<file path="config.mk">
export PLATFORM = sky130hd
export DESIGN_NAME = key_debounce
export DESIGN_NICKNAME = d
export VERILOG_FILES = /design/src/rtl/key_debounce.sv
export SDC_FILE = /design/constraint.sdc
export NUM_CORES = 1
export LEC_CHECK = 0
export BUFFER_PORTS_ARGS = -buffer_cell sky130_fd_sc_hd__buf_4
export CAP_MARGIN = 20
export CORE_UTILIZATION = 58
export CTS_BUF_LIST = sky130_fd_sc_hd__clkbuf_16
export DETAILED_ROUTE_END_ITERATION = 12
export GPL_TIMING_DRIVEN = 0
export PLACE_DENSITY = 0.86
export REMOVE_ABC_BUFFERS = 1
export SYNTH_ARGS = -nofsm -noshare
export SYNTH_HDL_FRONTEND = slang
export SYNTH_SLANG_ARGS = --single-unit
</file>
<file path="constraint.sdc">
create_clock -name clk -period 4 [get_ports clk]
set_input_delay 1.2 -clock clk [delete_from_list [all_inputs] [get_ports clk]]
set_output_delay 1.2 -clock clk [all_outputs]
set_load 0.01 [all_outputs]
</file>
<file path="src/rtl/key_debounce.sv">
// Push-button debouncer: two-flop synchronizer, four-state debounce FSM,
// registered level/edge outputs and an 8-bit wrapping press counter.
module key_debounce #(
    parameter int unsigned DEBOUNCE_CYCLES = 20
) (
    input  logic       clk,
    input  logic       rst,
    input  logic       key_in,
    output logic       key_out,
    output logic       key_press,
    output logic       key_release,
    output logic [7:0] press_cnt
);

    localparam int unsigned   CW      = $clog2(DEBOUNCE_CYCLES);
    localparam logic [CW-1:0] CNT_MAX = CW'(DEBOUNCE_CYCLES - 1);

    typedef enum logic [1:0] {
        IDLE,
        WAIT_PRESS,
        PRESSED,
        WAIT_RELEASE
    } state_t;

    logic          sync1;
    logic          sync2;
    logic          key_sync;
    state_t        state;
    state_t        state_nxt;
    logic [CW-1:0] cnt;
    logic [CW-1:0] cnt_nxt;
    logic          press_nxt;
    logic          release_nxt;

    always_ff @(posedge clk or posedge rst) begin
        if (rst) begin
            sync1 <= 1'b0;
            sync2 <= 1'b0;
        end else begin
            sync1 <= key_in;
            sync2 <= sync1;
        end
    end

    assign key_sync = sync2;

    always_ff @(posedge clk or posedge rst) begin
        if (rst) begin
            state <= IDLE;
            cnt   <= '0;
        end else begin
            state <= state_nxt;
            cnt   <= cnt_nxt;
        end
    end

    always_comb begin
        state_nxt   = state;
        cnt_nxt     = cnt;
        press_nxt   = 1'b0;
        release_nxt = 1'b0;
        case (state)
            IDLE: begin
                if (key_sync) begin
                    state_nxt = WAIT_PRESS;
                    cnt_nxt   = '0;
                end
            end
            WAIT_PRESS: begin
                if (!key_sync) begin
                    state_nxt = IDLE;
                    cnt_nxt   = '0;
                end else if (cnt == CNT_MAX) begin
                    state_nxt = PRESSED;
                    cnt_nxt   = '0;
                    press_nxt = 1'b1;
                end else begin
                    cnt_nxt = cnt + 1'b1;
                end
            end
            PRESSED: begin
                if (!key_sync) begin
                    state_nxt = WAIT_RELEASE;
                    cnt_nxt   = '0;
                end
            end
            WAIT_RELEASE: begin
                // A bounce back to 1 returns to PRESSED silently.
                if (key_sync) begin
                    state_nxt = PRESSED;
                    cnt_nxt   = '0;
                end else if (cnt == CNT_MAX) begin
                    state_nxt   = IDLE;
                    cnt_nxt     = '0;
                    release_nxt = 1'b1;
                end else begin
                    cnt_nxt = cnt + 1'b1;
                end
            end
            default: begin
                state_nxt = IDLE;
                cnt_nxt   = '0;
            end
        endcase
    end

    // Outputs are registered from the next state so they change on the
    // same edge as the FSM transition.
    always_ff @(posedge clk or posedge rst) begin
        if (rst) begin
            key_out     <= 1'b0;
            key_press   <= 1'b0;
            key_release <= 1'b0;
            press_cnt   <= '0;
        end else begin
            key_out     <= (state_nxt == PRESSED) || (state_nxt == WAIT_RELEASE);
            key_press   <= press_nxt;
            key_release <= release_nxt;
            if (press_nxt) begin
                press_cnt <= press_cnt + 8'd1;
            end
        end
    end

endmodule

</file>
==> metrics.yaml, run 1 <==
outcome:
  outcome: "finished clean"
sta:
  hold_ws_ns: 0.3525
  slew_headroom_pct: 52.18
  min_period_ns: 2.090
  tightest_slew_ns: 0.7166
  hold_violations: 0
  finalSetupTns_ns: 0
  rsz0062_at_grt: "no"
  clock.fmax_ghz: 0.4784
  clock_skew_ns: 0.001919
  setup_slack_ns: 1.910
  drv_slew: 0
  setup_viol: 0
  min_period_over_period_pct: 52.26
grt:
  grt_overflow_total: 0
  grt_max_degree: 21
  grt_pass1_wl_um: 2973
  grt_pass1_vias: 598
  grt_usage_pct: 23.33
  antenna_found_initial: 0
yosys:
  synth_edf_count: 0
  syn_avg_cell_area_sq_um: 11.32
  async_flop_share_pct: 100.0
  synth.cell_area_sq_um: 928.4
  ys_seq_area_share_pct: 53.91
  yosys_warnings: 0
  syn_inst: 82
  synth-seq-cells: 20
  ys_top_cells_by_area: "dfrtp_1, xor2_1, nand3_1"
  ys_top_cells_by_count: "dfrtp_1, nand3_1, xor2_1, inv_1, nand4_1"
  synth_top_area_share_pct: 53.91
  synth_flop_cell: "dfrtp_1"
  yosysUniqueCellTypes: 27
  yosysMostFrequentCell: "dfrtp_1"
  yosysTopAreaCell: "dfrtp_1"
min_path:
  hold_path.class: "reg2reg"
power:
  pwr-share-comb_pct: 3.3
  sw_frac_of_total_pct: 20.22
  p_leak_nw: 0.5539
  ir_worst_vdd_mv: 0.2960
  p_int_w: 0.0003429
  p_per_area_mw_per_mm2: 385.5
  pwr-share-clk_pct: 47.8
  power_switching_w: 0.00008691
  seqPwrFrac_pct: 48.9
  power_w: 0.0004298
placed_design:
  post-place-ws_ns: 2.132
  dpl-instance-area_sq_mm: 0.001036
  port_buffers: 13
  routabilityCongestion: 0.8082
  place_hpwl_um: 1241
clock_network:
  postCtsHoldBufs: 0
  htree_levels: 1
  cts_resized: 0
  cts_root_buf: "clkbuf_16"
  clkLatencyLatePin_ns: 0.25
  cts.path.max_buffers: 2
  clkTransAtPathRegs_ns: 0.05
  cts_inserted_buffers: 3
  cts_tree: "done"
  post_cts_buffers: 0
  clock_sinks: 20
setup_path:
  crit_type: "reg2out"
  cp_slowest_stage_delay_ns: 0.46
  cp_cell_sequence: "buf_4"
  cp-end-kind: "output pin"
  critPathLaunchType: "flip-flop"
  crit_required_ns: 2.80
  critPathArrivalTime_ns: 0.89
  critPathSlowestCell: "dfrtp_1"
  cp_num_buf_inv: 1
  path_max_fanout: 7
  crit_family: "flip-flops"
die:
  coreArea_sq_mm: 0.001506
  start_util_pct: 61.63
  ios: 14
  dieWidth_um: 42.01
  die_y_um: 42.01
  die-area_sq_mm: 0.001765
  rows: 14
layout:
  final_nets: 103
  fillCellCount: 111
  final_area_sq_mm: 0.001115
  diodes: 0
  drive_gt1_share_pct: 21.65
  syn_to_final_growth_pct: 20.08
routing:
  via_per_inst: 6.265
  wl_per_cell_um: 16.55
  drt_iter0_drc: 22
  drt_drc_violations_left: 0
  via_count: 708
  ant_nets: 0
  first_pass_iters: 4
  highest_layer: "met4"
  wl_met2_um: 927
  route.met3.wl_um: 97
  wl_met1_um: 810
  routed_wl_um: 1870
flow_run:
  timing.max_cap.violations: 0
-- cell type report --
| class | count | area (sq um) | area share (%) |
|---|---|---|---|
| multi-input combinational | 55 | 399.1 | 35.80 |
| timing repair buffer | 13 | 97.59 | 8.754 |
| inverter | 5 | 18.77 | 1.684 |
| clock inverter | 1 | 3.754 | 0.3367 |
| sequential | 20 | 500.5 | 44.89 |
| clock buffer | 3 | 75.07 | 6.734 |
| tap | 16 | 20.02 | 1.796 |
-- through the flow --
stage                     instances  util, %
final                           113    74.00
after global routing            113    74.00
after CTS                       113    74.00
after detailed placement        109    68.77
after global placement          109    68.77
after floorplan                  80        -
-- cells by family after synthesis --
kind of cell	Yosys count	synth area share (%)
flip-flops	20	53.91
buffers and inverters	7	3.100
XOR/XNOR	9	8.491
adder cells (fa/ha/maj)	2	2.695
AO/OA/AOI/OAI	7	5.660
AND/OR/NAND/NOR	34	22.51
multiplexers	3	3.639
-- worst register-to-register path: cells and delay by family (launching register included) --
kind	cells	cell delay [ns]
simple gates	2	0.69
flops	1	0.40
mux	1	0.37
fa+ha+maj	1	0.26
-- metal layers --
layer,global-route usage [%],vias up
li1,-,332
met1,33.53,344
met2,34.06,27
met3,5.172,5
met4,11.25,0
met5,0,-
-- cell usage in the layout, fill, tap and decap left out --
cell        n
clkinv_1    1
o211ai_2    1
o211ai_1    1
xor2_1      7
ha_1        2
a21oi_1     1
nor4_1      3
nand2b_1    1
nor3_1      3
o21ai_0     2
and3b_1     1
xnor2_1     2
nor2_1      1
nand3b_1    1
nand4_1     5
nand2_1     2
nand4bb_1   1
nand3_1    11
clkbuf_16   3
nor2b_1     2
inv_1       5
and4bb_2    1
or4_4       1
buf_4      13
mux2_2      2
nor3b_1     1
o2111ai_1   2
dfrtp_1    20
mux2_1      1
-- registers in the layout, summed over array words and instances, names as in the netlist --
register / flops
cnt: 5
key_out: 1
key_sync: 1
key_release: 1
press_cnt: 8
key_press: 1
state: 2
sync1: 1
-- power groups by stage --
stage | Sequential, W | Combinational, W | Clock, W
final | 0.000210 | 0.0000140 | 0.000205
after global routing | 0.000211 | 0.0000160 | 0.000213
after CTS | 0.000210 | 0.0000142 | 0.000203
after detailed placement | 0.000214 | 0.0000138 | 0
after global placement | 0.000213 | 0.0000132 | 0
after floorplan | 0.000212 | 0.00000961 | 0
-- worst paths after layout --
kind	startpoint	to	slack, ns	cells past startpoint
setup / recovery	press_cnt[2]$_DFFE_PP0P_	press_cnt[2]	1.91	1
hold reg to reg	sync1$_DFF_PP0_	key_sync$_DFF_PP0_	0.35	0
max in group asynchronous	rst	press_cnt[7]$_DFFE_PP0P_	2.47	2
min in group asynchronous	rst	key_release$_DFF_PP0_	1.07	2
hold / removal	sync1$_DFF_PP0_	key_sync$_DFF_PP0_	0.35	0
setup reg to reg	cnt[0]$_DFFE_PP0P_	press_cnt[1]$_DFFE_PP0P_	2.16	4
Note: power is estimated with default switching activity, not from simulation.
==> run 2: changes to the inputs <==
--- a/config.mk
+++ b/config.mk
@@ -7,11 +7,11 @@
 export LEC_CHECK = 0
 export BUFFER_PORTS_ARGS = -buffer_cell sky130_fd_sc_hd__buf_4
 export CAP_MARGIN = 20
-export CORE_UTILIZATION = 58
+export CORE_UTILIZATION = 53
 export CTS_BUF_LIST = sky130_fd_sc_hd__clkbuf_16
 export DETAILED_ROUTE_END_ITERATION = 12
 export GPL_TIMING_DRIVEN = 0
-export PLACE_DENSITY = 0.86
+export PLACE_DENSITY = 0.8
 export REMOVE_ABC_BUFFERS = 1
 export SYNTH_ARGS = -nofsm -noshare
 export SYNTH_HDL_FRONTEND = slang
==> constraint.sdc (replaced) <==
create_clock -name clk -period 2.09 [get_ports clk]
set_input_delay 0.627 -clock clk [delete_from_list [all_inputs] [get_ports clk]]
set_output_delay 0.627 -clock clk [all_outputs]
set_load 0.01 [all_outputs]
==> run 2 against run 1 <==
Effect of this change: global-route usage shrank 0.29 points; hold slack better by 0.0089 ns; via count rose by 1.6%; clock skew about the same; sequential power up 92%; sequential share of layout area decreased by 1.0 points; clock-buffer cell count unchanged; highest routed layer unchanged.
==> metrics.yaml, run 2 (same netlist as run 1, synthesis figures left out) <==
outcome:
  outcome: "finished clean"
routing:
  wl_per_cell_um: 17.06
  drt_drc_violations_left: 0
  first_pass_iters: 4
  ant_nets: 0
  via_per_inst: 6.363
  via_count: 719
  drt_iter0_drc: 19
  routed_wl_um: 1928
setup_path:
  r2r-start: "cnt[0]$_DFFE_PP0P_"
  critPathLaunchType: "flip-flop"
  r2r_cells: 4
  path_max_fanout: 8
  r2r_setup_slack_ns: 0.29
  r2r-end: "press_cnt[1]$_DFFE_PP0P_"
  critPathArrivalTime_ns: 1.93
  crit_type: "reg2reg"
  cp-end-kind: "flip-flop"
  crit_required_ns: 2.22
grt:
  grt_max_degree: 21
  grt_pass1_wl_um: 3160
  grt_overflow_total: 0
  grt_usage_pct: 23.04
  antenna_found_initial: 0
  grt_pass1_vias: 683
die:
  rows: 14
  ios: 14
  die-area_sq_mm: 0.001923
  start_util_pct: 58.89
  coreArea_sq_mm: 0.001577
  dieWidth_um: 43.86
  die_y_um: 43.86
clock_network:
  clock_sinks: 20
  post_cts_buffers: 0
  clkTransAtPathRegs_ns: 0.06
  cts_inserted_buffers: 3
  htree_levels: 1
  postCtsHoldBufs: 0
  cts_root_buf: "clkbuf_16"
  cts.path.max_buffers: 2
  clkLatencyLatePin_ns: 0.25
  cts_resized: 0
  cts_tree: "done"
layout:
  regMostFlops: "press_cnt"
  reg_top3: "press_cnt: 8 flops, cnt: 5 flops, state: 2 flops"
  largest_reg_flops: 8
  drive_gt1_share_pct: 22.68
  multi_input_area_sq_um: 399.1
  stdcell_count: 113
  final_nets: 103
  mostFrequentLayoutCells: "dfrtp_1, buf_4, nand3_1"
  finish.utilization_pct: 72.38
  regArea_sq_um: 500.5
  diodes: 0
  syn_to_final_growth_pct: 22.91
  layout_commonest_cell: "dfrtp_1"
  fillCellCount: 107
power:
  p_per_area_mw_per_mm2: 833.4
  p_leak_nw: 0.5665
  power_w: 0.0009509
  ir_worst_vdd_mv: 0.5587
placed_design:
  routabilityCongestion: 0.7650
  place_hpwl_um: 1202
  place_inst: 109
  port_buffers: 13
min_path:
  hp-start: "sync1$_DFF_PP0_"
  hold_path.class: "reg2reg"
  holdPathEnd: "key_sync$_DFF_PP0_"
  min_path_cells: 0
sta:
  min_period_over_period_pct: 86.02
  finalSetupTns_ns: 0
  tightest_slew_ns: 0.7457
  clock_skew_ns: 0.002172
  min_period_ns: 1.798
  hold_violations: 0
  setup_viol: 0
  slew_headroom_pct: 50.23
  rsz0062_at_grt: "no"
  hold_ws_ns: 0.3614
  clock.fmax_ghz: 0.5562
  drv_slew: 0
flow_run:
  timing.max_cap.violations: 0
-- run 2: how the worst max path moves through the flow --
stage	start	endpoint	slack (ns)
2_1_floorplan	cnt[0]$_DFFE_PP0P_	press_cnt[1]$_DFFE_PP0P_	0.58
3_3_place_gp	cnt[0]$_DFFE_PP0P_	press_cnt[1]$_DFFE_PP0P_	0.39
3_5_place_dp	cnt[0]$_DFFE_PP0P_	press_cnt[1]$_DFFE_PP0P_	0.36
4_1_cts	cnt[0]$_DFFE_PP0P_	press_cnt[1]$_DFFE_PP0P_	0.33
5_1_grt	cnt[0]$_DFFE_PP0P_	press_cnt[1]$_DFFE_PP0P_	0.17
6_report	cnt[0]$_DFFE_PP0P_	press_cnt[1]$_DFFE_PP0P_	0.29
-- run 2: area by class of cell --
class                           count  area share [%]
Clock inverter                      1           2.632
Multi-Input combinational cell     55           34.98
Inverter                            5           1.645
Timing Repair Buffer               13           8.553
Tap cell                           16           1.754
Clock buffer                        3           6.579
Sequential cell                    20           43.86
-- run 2: critical path, stage by stage (launching register included) --
cell       delay [ns]
dfrtp_1          0.41
ha_1             0.28
nand4bb_1        0.31
nor2_1           0.33
mux2_1           0.35
-- run 2: power by group --
part | internal (W) | total (W) | switching [W]
Sequential | 0.000394 | 0.000403 | 0.00000969
Combinational | 0.00000801 | 0.0000280 | 0.0000200
Clock | 0.000380 | 0.000520 | 0.000140
Total | 0.000781 | 0.000951 | 0.000170
-- run 2: routing by layer --
layer,global-route usage [%],share of wire [%],up-vias
met2,37.01,50,26
li1,-,-,327
met1,31.01,44,362
met5,0,0,-
met4,7.273,1.2,0
met3,5.833,4.7,4
-- run 2: through the flow --
| step | worst slack (ns) | cell area [sq um] |
|---|---|---|
| floorplan | 0.5789 | 918.4 |
| global placement | 0.3898 | 1036 |
| detailed placement | 0.3597 | 1036 |
| CTS | 0.3255 | 1141 |
| global route | 0.1657 | 1141 |
| finish | 0.2921 | 1141 |
==> run 3: changes to the inputs <==
--- a/config.mk
+++ b/config.mk
@@ -5,13 +5,14 @@
 export SDC_FILE = /design/constraint.sdc
 export NUM_CORES = 1
 export LEC_CHECK = 0
+export ABC_AREA = 1
 export BUFFER_PORTS_ARGS = -buffer_cell sky130_fd_sc_hd__buf_4
 export CAP_MARGIN = 20
-export CORE_UTILIZATION = 53
+export CORE_UTILIZATION = 54
 export CTS_BUF_LIST = sky130_fd_sc_hd__clkbuf_16
 export DETAILED_ROUTE_END_ITERATION = 12
 export GPL_TIMING_DRIVEN = 0
-export PLACE_DENSITY = 0.8
+export PLACE_DENSITY = 0.81
 export REMOVE_ABC_BUFFERS = 1
 export SYNTH_ARGS = -nofsm -noshare
 export SYNTH_HDL_FRONTEND = slang
==> run 3 against run 2 <==
Effect of this change: area after synthesis grew 3.9%; clock-buffer cell count is the same; sequential power barely moved; first-iteration DRC count increased by 42%; routed wire length decreased by 12%; critical path type unchanged; largest cell class unchanged; highest routed layer unchanged.
==> metrics.yaml, run 3 <==
sta:
  hold_ws_ns: 0.3595
  min_period_ns: 1.675
  slew_headroom_pct: 51.95
  rsz0062_at_grt: "no"
  setup_slack_ns: 0.4149
  setup_viol: 0
  min_period_over_period_pct: 80.15
  tightest_slew_ns: 0.7199
  clock_skew_ns: 0.001381
  finalSetupTns_ns: 0
  clock.fmax_ghz: 0.5970
  drv_slew: 0
  hold_violations: 0
routing:
  routed_wl_um: 1691
  first_pass_iters: 6
  ant_nets: 0
  via_count: 772
  drt_drc_violations_left: 0
  drt_iter0_drc: 27
  wl_per_cell_um: 10.50
  via_per_inst: 4.795
die:
  dieWidth_um: 44.27
  ios: 14
  start_util_pct: 60.52
  coreArea_sq_mm: 0.001594
  die_y_um: 44.27
  rows: 14
  die-area_sq_mm: 0.001959
grt:
  grt_overflow_total: 0
  antenna_found_initial: 0
  grt_max_degree: 21
  grt_pass1_wl_um: 2898
  grt_pass1_vias: 690
  grt_usage_pct: 20.66
clock_network:
  postCtsHoldBufs: 0
  cts_root_buf: "clkbuf_16"
  cts_resized: 0
  htree_levels: 1
  clock_sinks: 20
  cts_inserted_buffers: 3
  clkLatencyLatePin_ns: 0.25
  clkTransAtPathRegs_ns: 0.05
  cts_tree: "done"
  post_cts_buffers: 0
  cts.path.max_buffers: 2
yosys:
  yosys_warnings: 0
  syn_inst: 121
  yosysMostFrequentCell: "nand2_1"
  synth_flop_cell: "dfrtp_1"
  yosysTopAreaCell: "dfrtp_1"
  synth.cell_area_sq_um: 964.7
  synth_top_area_share_pct: 51.88
  yosysUniqueCellTypes: 14
  synth_edf_count: 0
  ys_seq_area_share_pct: 51.88
  ys_top_cells_by_area: "dfrtp_1, nand2_1, inv_1"
  async_flop_share_pct: 100.0
  ys_top_cells_by_count: "nand2_1, dfrtp_1, inv_1, nand3_1, nor2_1"
  syn_avg_cell_area_sq_um: 7.973
  synth-seq-cells: 20
flow_run:
  timing.max_cap.violations: 0
layout:
  syn_to_final_growth_pct: 20.23
  reg_top3: "press_cnt: 8 flops, cnt: 5 flops, state: 2 flops"
  diodes: 0
  drive_gt1_share_pct: 12.41
  regMostFlops: "press_cnt"
  final_nets: 143
  final_area_sq_mm: 0.001160
  largest_reg_flops: 8
  layout_commonest_cell: "nand2_1"
  mostFrequentLayoutCells: "nand2_1, dfrtp_1, inv_1"
power:
  ir_worst_vdd_mv: 0.6795
  p_per_area_mw_per_mm2: 699.5
  p_leak_nw: 0.6294
setup_path:
  crit_type: "reg2reg"
  r2r-start: "cnt[0]$_DFFE_PP0P_"
  critPathLaunchType: "flip-flop"
  critPathSlowestCell: "nor2_2"
  r2r_cells: 8
  r2r_setup_slack_ns: 0.41
  cp-end-kind: "flip-flop"
  critPathArrivalTime_ns: 1.82
  crit_required_ns: 2.23
  cp_slowest_stage_delay_ns: 0.39
  path_max_fanout: 12
  cp_cell_sequence: "ha_1 > nand2_1 > inv_1 > nand2_1 > nor2_2 > inv_1 > nand2_1 > nand2_1"
  r2r-end: "press_cnt[7]$_DFFE_PP0P_"
  crit_top_cell: "nand2_1"
min_path:
  holdPathEnd: "key_sync$_DFF_PP0_"
  hold_path.class: "reg2reg"
  hp-start: "sync1$_DFF_PP0_"
  min_path_cells: 0
placed_design:
  port_buffers: 13
  post-place-ws_ns: 0.4190
  routabilityCongestion: 0.8119
  dpl-instance-area_sq_mm: 0.001081
  place_hpwl_um: 1274
outcome:
  outcome: "finished clean"
## run 3: worst max-delay path by stage
stage / startpoint / endpoint / slack, ns / cells past startpoint
after floorplan: cnt[0]$_DFFE_PP0P_ / press_cnt[3]$_DFFE_PP0P_ / 0.68 / 8
after detailed placement: cnt[0]$_DFFE_PP0P_ / press_cnt[4]$_DFFE_PP0P_ / 0.42 / 8
after global routing: cnt[0]$_DFFE_PP0P_ / press_cnt[4]$_DFFE_PP0P_ / 0.26 / 8
final: cnt[0]$_DFFE_PP0P_ / press_cnt[7]$_DFFE_PP0P_ / 0.41 / 8
after CTS: cnt[0]$_DFFE_PP0P_ / press_cnt[4]$_DFFE_PP0P_ / 0.41 / 8
after global placement: cnt[0]$_DFFE_PP0P_ / press_cnt[7]$_DFFE_PP0P_ / 0.45 / 8
## run 3: cell families (layout without fill, tap and decap cells)
| group | Yosys count | after routing | share of synthesized area (%) |
|---|---|---|---|
| buffers and inverters | 16 | 32 | 7.003 |
| AND/OR/NAND/NOR | 74 | 74 | 31.39 |
| flip-flops | 20 | 20 | 51.88 |
| AO/OA/AOI/OAI | 3 | 3 | 1.556 |
| adder cells (fa/ha/maj) | 2 | 2 | 2.594 |
| XOR/XNOR | 5 | 5 | 4.540 |
| multiplexers | 1 | 1 | 1.038 |
## run 3: critical path, delay by kind of cell, from the launching register on
kind,cells,cell delay [ns]
AND/OR/NAND/NOR,5,0.72
flip-flops,1,0.38
adder cells (fa/ha/maj),1,0.21
buffers and inverters,2,0.24
## run 3: layer usage
metal  global-route usage, %  vias to the layer above  routed length (um)  part of all wire, %
li1                        -                      405                   -                    -
met1                   26.88                      352                 814                   48
met2                   32.94                       13                 798                   47
met3                   7.347                        2                  68                  4.0
met4                   5.455                        0                  10                 0.59
met5                       0                        -                   0                    0
## run 3: final cells by class
class	instances	area, sq um
Clock buffer	3	75.07
Clock inverter	1	3.754
Fill cell	126	434.2
Inverter	15	56.30
Multi-Input combinational cell	85	396.6
Sequential cell	20	500.5
Tap cell	24	30.03
Timing Repair Buffer	13	97.59
## run 3: through the flow
stage | utilization, % | instances | total power (W)
global route | 72.76 | 161 | 0.0008408
global placement | 67.82 | 157 | 0.0004312
floorplan | - | 120 | 0.0004237
finish | 72.76 | 161 | 0.0008113
CTS | 72.76 | 161 | 0.0008163
detailed placement | 67.82 | 157 | 0.0004329
## run 3: where the power goes
part	leakage [nW]	switching (W)	total [W]	internal, W
clock network	0.0385	0.000131	0.000386	0.000254
registers	0.271	0.00000616	0.000400	0.000394
logic	0.320	0.0000171	0.0000255	0.00000841
